**src/rtl/mem_stage_pkg.sv**
```systemverilog
// Shared definitions for the memory pipeline stage: FSM encoding, timeout
// default, word-alignment helper and MEM/WB field widths.
package mem_stage_pkg;

    localparam int XLEN            = 32;
    localparam int REG_AW          = 5;
    localparam int WAIT_CNT_W      = 4;
    localparam int TIMEOUT_DEFAULT = 15;

    localparam logic [1:0] WORD_ALIGN_MASK = 2'b11;

    typedef enum logic {
        ST_IDLE = 1'b0,
        ST_WAIT = 1'b1
    } wait_state_e;

    function automatic logic is_word_aligned(input logic [1:0] addr_lsb);
        return (addr_lsb & WORD_ALIGN_MASK) == 2'b00;
    endfunction

endpackage

```
**src/rtl/mem_stage_wait_ctrl.sv**
```systemverilog
// Data-memory handshake controller: request/stall generation, ack wait
// counter with timeout, and the sticky bus error flag.
//
// state   | meaning
// --------+---------------------------------------------------------------
// ST_IDLE | no request outstanding; an aligned access requests immediately
// ST_WAIT | request outstanding, waiting for dmem_ack or timeout
module mem_wait_ctrl
    import mem_stage_pkg::*;
#(
    parameter int TIMEOUT = TIMEOUT_DEFAULT
) (
    input  logic clk,
    input  logic rst,
    input  logic access_i,
    input  logic aligned_i,
    input  logic dmem_ack_i,
    output logic dmem_req_o,
    output logic stall_o,
    output logic timeout_o,
    output logic misalign_o,
    output logic bus_err_o
);

    localparam logic [WAIT_CNT_W:0] TMO_CNT = (WAIT_CNT_W+1)'(TIMEOUT);
    localparam logic [WAIT_CNT_W:0] CNT_ONE = (WAIT_CNT_W+1)'(1);

    wait_state_e           state_q, state_d;
    logic [WAIT_CNT_W-1:0] cnt_q, cnt_d;
    logic                  bus_err_q, bus_err_d;
    logic [WAIT_CNT_W:0]   cnt_inc;

    // Timeout fires in the WAIT cycle whose increment would bring the count
    // to TIMEOUT, so the request (IDLE cycle included) stalls exactly TIMEOUT
    // cycles before it is forced to complete.
    assign cnt_inc = {1'b0, cnt_q} + CNT_ONE;

    // State, wait counter and sticky error flag.
    always_ff @(posedge clk) begin
        if (rst) begin
            state_q   <= ST_IDLE;
            cnt_q     <= '0;
            bus_err_q <= 1'b0;
        end else begin
            state_q   <= state_d;
            cnt_q     <= cnt_d;
            bus_err_q <= bus_err_d;
        end
    end

    // Next-state and handshake outputs.
    always_comb begin
        state_d    = state_q;
        cnt_d      = cnt_q;
        bus_err_d  = bus_err_q;
        dmem_req_o = 1'b0;
        stall_o    = 1'b0;
        timeout_o  = 1'b0;
        misalign_o = 1'b0;
        case (state_q)
            ST_IDLE: begin
                if (access_i && aligned_i) begin
                    dmem_req_o = 1'b1;
                    if (!dmem_ack_i) begin
                        stall_o = 1'b1;
                        state_d = ST_WAIT;
                        cnt_d   = '0;
                    end
                end else if (access_i) begin
                    misalign_o = 1'b1;
                end
            end
            ST_WAIT: begin
                dmem_req_o = 1'b1;
                if (dmem_ack_i) begin
                    state_d = ST_IDLE;
                end else if (cnt_inc == TMO_CNT) begin
                    timeout_o = 1'b1;
                    bus_err_d = 1'b1;
                    state_d   = ST_IDLE;
                end else begin
                    stall_o = 1'b1;
                    cnt_d   = cnt_inc[WAIT_CNT_W-1:0];
                end
            end
            default: state_d = ST_IDLE;
        endcase
    end

    assign bus_err_o = bus_err_q;

endmodule

```
**src/rtl/mem_stage.sv**
```systemverilog
// MEM pipeline stage: drives the data-memory port from EX/MEM, resolves
// branches, and holds the MEM/WB pipeline register.
module mem_stage
    import mem_stage_pkg::*;
#(
    parameter int TIMEOUT = TIMEOUT_DEFAULT
) (
    input  logic              clk,
    input  logic              rst,
    input  logic [XLEN-1:0]   branch_addr_reg,
    input  logic [XLEN-1:0]   alu_res_reg,
    input  logic [XLEN-1:0]   write_data_reg,
    input  logic [REG_AW-1:0] rd_reg,
    input  logic              zero_flag_reg,
    input  logic              mem_to_reg_reg,
    input  logic              reg_write_reg,
    input  logic              mem_read_reg,
    input  logic              mem_write_reg,
    input  logic              branch_reg,
    output logic              dmem_req,
    output logic              dmem_we,
    output logic [XLEN-1:0]   dmem_addr,
    output logic [XLEN-1:0]   dmem_wdata,
    input  logic [XLEN-1:0]   dmem_rdata,
    input  logic              dmem_ack,
    output logic              pc_src,
    output logic [XLEN-1:0]   branch_target,
    output logic              stall,
    output logic              bus_err,
    output logic              misalign,
    output logic [XLEN-1:0]   mem_data_wb,
    output logic [XLEN-1:0]   alu_res_wb,
    output logic [REG_AW-1:0] rd_wb,
    output logic              mem_to_reg_wb,
    output logic              reg_write_wb
);

    logic access, aligned, timeout, ack_taken;

    logic [XLEN-1:0]   mem_data_q, mem_data_d;
    logic [XLEN-1:0]   alu_res_q, alu_res_d;
    logic [REG_AW-1:0] rd_q, rd_d;
    logic              mem_to_reg_q, mem_to_reg_d;
    logic              reg_write_q, reg_write_d;

    assign access  = mem_read_reg | mem_write_reg;
    assign aligned = is_word_aligned(alu_res_reg[1:0]);

    mem_wait_ctrl #(
        .TIMEOUT (TIMEOUT)
    ) u_wait_ctrl (
        .clk        (clk),
        .rst        (rst),
        .access_i   (access),
        .aligned_i  (aligned),
        .dmem_ack_i (dmem_ack),
        .dmem_req_o (dmem_req),
        .stall_o    (stall),
        .timeout_o  (timeout),
        .misalign_o (misalign),
        .bus_err_o  (bus_err)
    );

    // An ack only counts while a request is actually on the bus.
    assign ack_taken = dmem_req & dmem_ack;

    assign dmem_addr     = alu_res_reg;
    assign dmem_wdata    = write_data_reg;
    assign dmem_we       = mem_write_reg;
    assign pc_src        = branch_reg & zero_flag_reg & ~stall;
    assign branch_target = branch_addr_reg;

    // MEM/WB next value: advance when not stalled, otherwise insert a bubble
    // while keeping the data fields.
    always_comb begin
        mem_data_d   = mem_data_q;
        alu_res_d    = alu_res_q;
        rd_d         = rd_q;
        mem_to_reg_d = mem_to_reg_q;
        reg_write_d  = reg_write_q;
        if (!stall) begin
            alu_res_d    = alu_res_reg;
            rd_d         = rd_reg;
            mem_to_reg_d = mem_to_reg_reg;
            reg_write_d  = reg_write_reg & ~misalign;
            if (ack_taken) begin
                mem_data_d = dmem_rdata;
            end else if (timeout) begin
                mem_data_d = '0;
            end
        end else begin
            mem_to_reg_d = 1'b0;
            reg_write_d  = 1'b0;
        end
    end

    // MEM/WB pipeline register.
    always_ff @(posedge clk) begin
        if (rst) begin
            mem_data_q   <= '0;
            alu_res_q    <= '0;
            rd_q         <= '0;
            mem_to_reg_q <= 1'b0;
            reg_write_q  <= 1'b0;
        end else begin
            mem_data_q   <= mem_data_d;
            alu_res_q    <= alu_res_d;
            rd_q         <= rd_d;
            mem_to_reg_q <= mem_to_reg_d;
            reg_write_q  <= reg_write_d;
        end
    end

    assign mem_data_wb   = mem_data_q;
    assign alu_res_wb    = alu_res_q;
    assign rd_wb         = rd_q;
    assign mem_to_reg_wb = mem_to_reg_q;
    assign reg_write_wb  = reg_write_q;

endmodule

```
**config.mk**
```make
export PLATFORM = sky130hd
export DESIGN_NAME = mem_stage
export DESIGN_NICKNAME = d
export VERILOG_FILES = /design/src/rtl/mem_stage_pkg.sv /design/src/rtl/mem_stage_wait_ctrl.sv /design/src/rtl/mem_stage.sv
export SDC_FILE = /design/constraint.sdc
export NUM_CORES = 1
export LEC_CHECK = 0
export BUFFER_PORTS_ARGS = -buffer_cell sky130_fd_sc_hd__clkbuf_2
export CAP_MARGIN = 40
export CORE_AREA = 2 2 122 124
export DETAILED_ROUTE_END_ITERATION = 10
export DIE_AREA = 0 0 124 126
export PLACE_DENSITY = 0.56
export SYNTH_ARGS = -nofsm -noshare
export SYNTH_HDL_FRONTEND = slang
export SYNTH_SLANG_ARGS = --single-unit
```
**constraint.sdc**
```tcl
create_clock -name clk -period 2.8 [get_ports clk]
set_input_delay 0.56 -clock clk [delete_from_list [all_inputs] [get_ports clk]]
set_output_delay 0.56 -clock clk [all_outputs]
set_load 0.005 [all_outputs]
```
==> impl_results.md, run 1 <==
* Status: completed
* Vias/cell at 4.27
* First-pass GRT wire length at 12200 um
* Final Power at 2.68 mW
* Final Setup Violations at 0
* Remaining DRCs at 0
* PD cells at 668 mW/mm^2
* GP Congestion at 0.738
* Synth Warn # at 0
* Reg area at 0.00154 mm^2
* Max Cap Viol at 0
* Arrival @ worst endpoint at 2010 ps
* Post-Syn Nets at 450
* Area Growth Syn to Fin at 21.0%
* Slowest CP cell: dfxtp_1
* Congestion Overflow GR at 0
* Synth Cell Area at 0.00332 mm^2
* PnR worst setup slack at 228 ps
* Area leader, netlist: dfxtp_1
* Yosys top cell area share at 46.4%
* Core Area at 0.0143 mm^2
* Crit. End Element: output port
* Max-slew violations at 0
* Post-route setup TNS at 0 ps
* Hold_buf cts at 0
* # Post-CTS Setup Buffers at 0
* Post-route clock period utilization at 91.9%
* Final hold vios at 0
* CTS Buf Count at 9
* DIE WIDTH at 124 um
* CTS max path bufs at 2
* Synth unique cells at 35
* Syn_area_per_cell at 10.9 um^2
* Antenna violations before repair at 0
* Drt first pass iters at 4
* Multi-input logic area at 960 um^2
* Worst vdd ir at 0.254 mV
* Post-route clock skew at 5.41 ps
* Buf/Inv on CP at 1
* Initial DRC Count at 111
* Net count, final at 539
* Final ANT Viol Nets at 0
* Largest fanout on the critical path at 6
* ANT cells at 0
* Post-CTS Resized at 0
* Detailed Place HPWL at 6160 um
* Number of global-route vias before repair at 2433
* Count of buffers from port buffering at 186
* CTS tree: yes
* Crit path depth at 7
* Leak Pwr at 2.00 nW
* # fillers at 1497
* Worst setup slack after placement at 553 ps
* Clk root buf: clkbuf_16
* Site row count at 44
* Share of layout cells above drive strength 1 at 53.4%
* H-tree depth at 3
* Cell family with most CP delay: simple AND/OR/NAND/NOR gates
* Final Util at 28.1%
* Mapped Cells at 306
* Critical path required time at 2240 ps
* Clock transition at path regs at 60 ps
* Die Ht at 126 um
* Wire per inst at 14.1 um
* CP Launch Type: flop
* Minimum clock period at 2570 ps
* Max Freq at 389 MHz
* DRT Wirelength at 8220 um
* WHS Path Cells at 2
* Sequential fraction of the synthesis area at 46.4%
* Crit path kind: flop to output port
* Worst rel slew slack at 68.7%
* # IOs at 315
* All-Layer GR Usage at 10.3%
* Clock Latency Late Sink at 330 ps
* Largest net degree at the start of global routing at 43
* Slowest stage delay, CP at 350 ps
* Worst slew pin tran at 469 ps
* Die area at 0.0156 mm^2
* Num Clock Sinks at 77
* Vias at 2488
* HP Class: primary input to flop
* Ranking of synthesized cells by area: dfxtp_1 46%, buf_4 22%, a22o_1 18%
* Crit-path cells: ha_1 -> nor2b_1 -> a21oi_2 -> o21ai_4 -> nor3_1 -> nor2_1 -> clkbuf_2
* Initial Util at 23.2%
* Worst-case reg-to-reg path depth at 7
* Seq cells post-synth at 77
* RSZ-0062 raised after global routing: no
cell families after synthesis:
group	Yosys count	share of synthesized area (%)
simple gates	27	5.01
flops	77	46.4
compound gates	84	22.5
fa+ha+maj	2	0.753
xor+xnor	1	0.264
buf+inv	115	25.1
worst register-to-register path, cell delays in order, from the launching register on:
cell and delay (ps):
dfxtp_1 400, ha_1 240, nor2b_1 260, a21oi_2 100, o21a_1 230, a21oi_4 110
buf_4 420, and3b_1 230
per-stage QoR:
stage / instance area (um^2) / cells / hold WS [ps]
after floorplan: 3320 / 306 / 460
after global placement: 3700 / 568 / 455
after detailed placement: 3700 / 568 / 457
after CTS: 4020 / 583 / 401
after global routing: 4020 / 583 / 419
final: 4020 / 583 / 422
area by class of cell:
type / instances / share of cell area (%)
flip-flops and latches: 77 / 38.4
repair buffers: 190 / 23.9
multi-input cells: 114 / 23.9
clock buffers: 11 / 6.04
well taps: 184 / 5.73
clock inverters: 4 / 1.81
inverters: 3 / 0.280
cells in the mapped netlist:
cell,instances
buf_4,97
o21ba_2,1
a211oi_1,1
inv_1,3
nor2b_1,2
a21oi_4,1
o21a_1,1
and2_1,2
a21o_1,2
nand3_1,1
a21oi_2,2
nor3_1,3
nand2_1,5
nor3b_1,1
o2bb2ai_1,1
nand3b_1,1
nor2b_4,1
buf_2,11
o211ai_1,1
buf_1,1
o31ai_4,1
xnor2_1,1
o21ai_4,1
o21ai_0,1
nor4_4,1
and3b_1,1
nand4_1,1
ha_1,2
or2_1,1
a21oi_1,2
dfxtp_1,77
a22o_1,69
buf_6,3
nor2_1,6
nand4b_1,1
metal layers:
| layer | vias up | global-route usage (%) | part of all wire (%) |
|---|---|---|---|
| met2 | 121 | 17.3 | 50 |
| met4 | 0 | 7.67 | 4.1 |
| met5 | - | 0 | 0 |
| li1 | 1168 | - | - |
| met1 | 1157 | 10.2 | 37 |
| met3 | 42 | 4.12 | 9.5 |
state kept, by name, indices dropped and copies added, names as in the netlist:
name and cells:
mem_to_reg_wb 1, u_wait_ctrl.state_q 1, rd_wb 5, mem_data_wb 32, u_wait_ctrl.cnt_q 4, alu_res_wb 32, u_wait_ctrl.bus_err_o 1, reg_write_wb 1
cells in the final DEF (no fill, tap or decap), drive strengths merged, types with 2 or more instances in the layout:
cell type and instances:
buf 4, a21o 2, nor2b 3, a21oi 5
and2 2, clkbuf 197, ha 2, nor2 6
nor3 3, inv 3, nand2 5, bufinv 2
dfxtp 77, a22o 69, o21ai 2
path summary, 6_finish.rpt:
path,start,end,slack [ps]
worst min register to register,mem_data_wb[22],mem_data_wb[22],470
worst min-delay path,mem_to_reg_reg,mem_to_reg_wb,420
worst max-delay path,u_wait_ctrl.cnt_q[0],pc_src,230
worst max register to register,u_wait_ctrl.cnt_q[0],reg_write_wb,760
report_power, final:
| part | leakage [nW] | switching (mW) | internal, mW |
|---|---|---|---|
| Clock | 0.152 | 0.437 | 0.798 |
| Sequential | 0.633 | 0.0310 | 1.15 |
| Combinational | 1.22 | 0.124 | 0.140 |
(Power assumes the default switching activity.)
==> run 2: changes to the inputs <==
==> constraint.sdc (replaced) <==
create_clock -name clk -period 2.8 [get_ports clk]
set_input_delay 0.28 -clock clk [delete_from_list [all_inputs] [get_ports clk]]
set_output_delay 0.28 -clock clk [all_outputs]
set_load 0.005 [all_outputs]
==> impl_results.md, run 2 (synthesis results as in run 1) <==
* H-tree depth at 3 (unchanged)
* Share of layout cells above drive strength 1 at 53.3% (-0.13 points)
* PnR worst setup slack at 592 ps (+364 ps)
* Worst vdd ir at 0.272 mV (+7.3%)
* # IOs at 315 (unchanged)
* Crit. End Element: output port
* Max Freq at 453 MHz (+16%)
* DP Area at 0.00372 mm^2 (+0.34%)
* Post-route setup TNS at 0 ps (unchanged)
* Detailed Place HPWL at 6230 um (+1.1%)
* Worst rel slew slack at 70.3% (+1.6 points)
* Vias/cell at 4.23 (-0.89%)
* Post-CTS Resized at 0 (unchanged)
* PD cells at 684 mW/mm^2 (+2.5%)
* Vias at 2470 (-0.72%)
* # Post-CTS Setup Buffers at 0 (unchanged)
* Crit path kind: flop to output port
* CTS tree: yes
* Buf/Inv on CP at 1 (unchanged)
* DIE WIDTH at 124 um (unchanged)
* Die area at 0.0156 mm^2 (unchanged)
* Commonest non-fill, non-tap cell in the layout: clkbuf_2
* Crit-path cells: ha_1 -> nor2b_1 -> a21oi_2 -> o21ai_4 -> nor3_1 -> nor2_1 -> clkbuf_2
* Initial Util at 23.2% (unchanged)
* Final hold vios at 0 (unchanged)
* Die Ht at 126 um (unchanged)
* Clock transition at path regs at 60 ps (about the same)
* Design Area, Final at 0.00406 mm^2 (+0.97%)
* CP Launch Type: flop
* Slowest stage delay, CP at 350 ps (about the same)
* Initial DRC Count at 74 (-33%)
* Leak Pwr at 2.02 nW (+0.98%)
* Final Util at 28.3% (+0.27 points)
* Number of global-route vias before repair at 2415 (-0.74%)
* Wire per inst at 14.2 um (+0.81%)
* Final Power at 2.78 mW (+3.5%)
* Final Setup Violations at 0 (unchanged)
* Net count, final at 539 (unchanged)
* Site row count at 44 (unchanged)
* Count of buffers from port buffering at 186 (unchanged)
* Worst setup slack after placement at 735 ps (+182 ps)
* CTS max path bufs at 2 (unchanged)
* Area Growth Syn to Fin at 22.2%
* Hold_buf cts at 0 (unchanged)
* Post-route clock skew at 5.54 ps (+0.123 ps)
* First-pass GRT wire length at 12200 um (+0.17%)
* Final ANT Viol Nets at 0 (unchanged)
* Slowest CP cell: dfxtp_1
* Num Clock Sinks at 77 (unchanged)
* Drt first pass iters at 4 (unchanged)
* HP Class: primary input to flop
* Status: completed
* Clock Latency Late Sink at 330 ps (about the same)
* Max Cap Viol at 0 (unchanged)
* Core Area at 0.0143 mm^2 (unchanged)
* Antenna violations before repair at 0 (unchanged)
* Largest net degree at the start of global routing at 39 (-9.3%)
* Congestion Overflow GR at 0 (unchanged)
* GP Congestion at 0.736 (-0.27%)
* Cell family with most CP delay: simple AND/OR/NAND/NOR gates
* Minimum clock period at 2210 ps (-364 ps)
* RSZ-0062 raised after global routing: no
* All-Layer GR Usage at 10.3% (-0.072 points)
* Clk root buf: clkbuf_16
* # fillers at 1520 (+1.5%)
* Arrival @ worst endpoint at 1930 ps (-80 ps)
* Critical path required time at 2520 ps (+280 ps)
* DRT Wirelength at 8310 um (+0.98%)
* Worst slew pin tran at 446 ps (-23.4 ps)
* Most frequent cells in the layout: 186 x clkbuf_2, 77 x dfxtp_1, 69 x a22o_1, 9 x clkbuf_16, 6 x nor2_1
* Max-slew violations at 0 (unchanged)
* ANT cells at 0 (unchanged)
* Largest fanout on the critical path at 6 (unchanged)
* CTS Buf Count at 9 (unchanged)
* Remaining DRCs at 0 (unchanged)
* Post-route clock period utilization at 78.9% (-13 points)
[run 2: cell types whose count changed in the layout (fill, tap and decap cells not counted), sizes merged]
cell / change
bufinv: +1
clkbuf: +1
clkinvlp: -1
[run 2: per-layer routing]
layer / vias to the layer above / global-route usage [%] / routed length (um)
met5: - / 0 / 0
met4: 0 / 7.53 / 357
met3: 44 / 4.08 / 803
met2: 123 / 16.6 / 3940
met1: 1130 / 10.7 / 3200
li1: 1173 / - / -
[run 2: path summary, 6_finish.rpt]
check,startpoint,endpoint,slack [ps],depth (start not counted)
worst max-delay path,u_wait_ctrl.cnt_q[0],pc_src,590,7
worst min-delay path,mem_to_reg_reg,mem_to_reg_wb,150,2
worst max register to register,u_wait_ctrl.cnt_q[0],mem_data_wb[15],740,7
worst min register to register,mem_data_wb[24],mem_data_wb[24],470,1
[run 2: where the power goes]
part / switching, mW / leakage [nW] / internal (mW)
Combinational: 0.127 / 1.22 / 0.143
Sequential: 0.0311 / 0.633 / 1.15
Clock: 0.429 / 0.167 / 0.894
Total: 0.587 / 2.02 / 2.19
[run 2: per-stage QoR]
stage | hold slack, ps | std cells
floorplan | 402 | 306
global placement | 458 | 568
CTS | 129 | 584
finish | 147 | 584
detailed placement | 455 | 568
global route | 142 | 584
[run 2: cell type report]
cell class,instances,area [um^2],area share (%)
clock buffer,12,246,6.07
inverter,3,11.3,0.278
multi-input combinational,114,960,23.7
sequential,77,1540,38.0
clock inverter,4,95.1,2.34
tap,184,230,5.67
timing repair buffer,190,973,24.0
[run 2: worst reg2reg max path: cells and delay by family (launching register included)]
kind	cells	cell delay (ps)
buffers and inverters	1	350
adders and majority gates	1	250
AOI/OAI and AO/OA	4	900
and+or+nand+nor	1	170
DFF	1	350
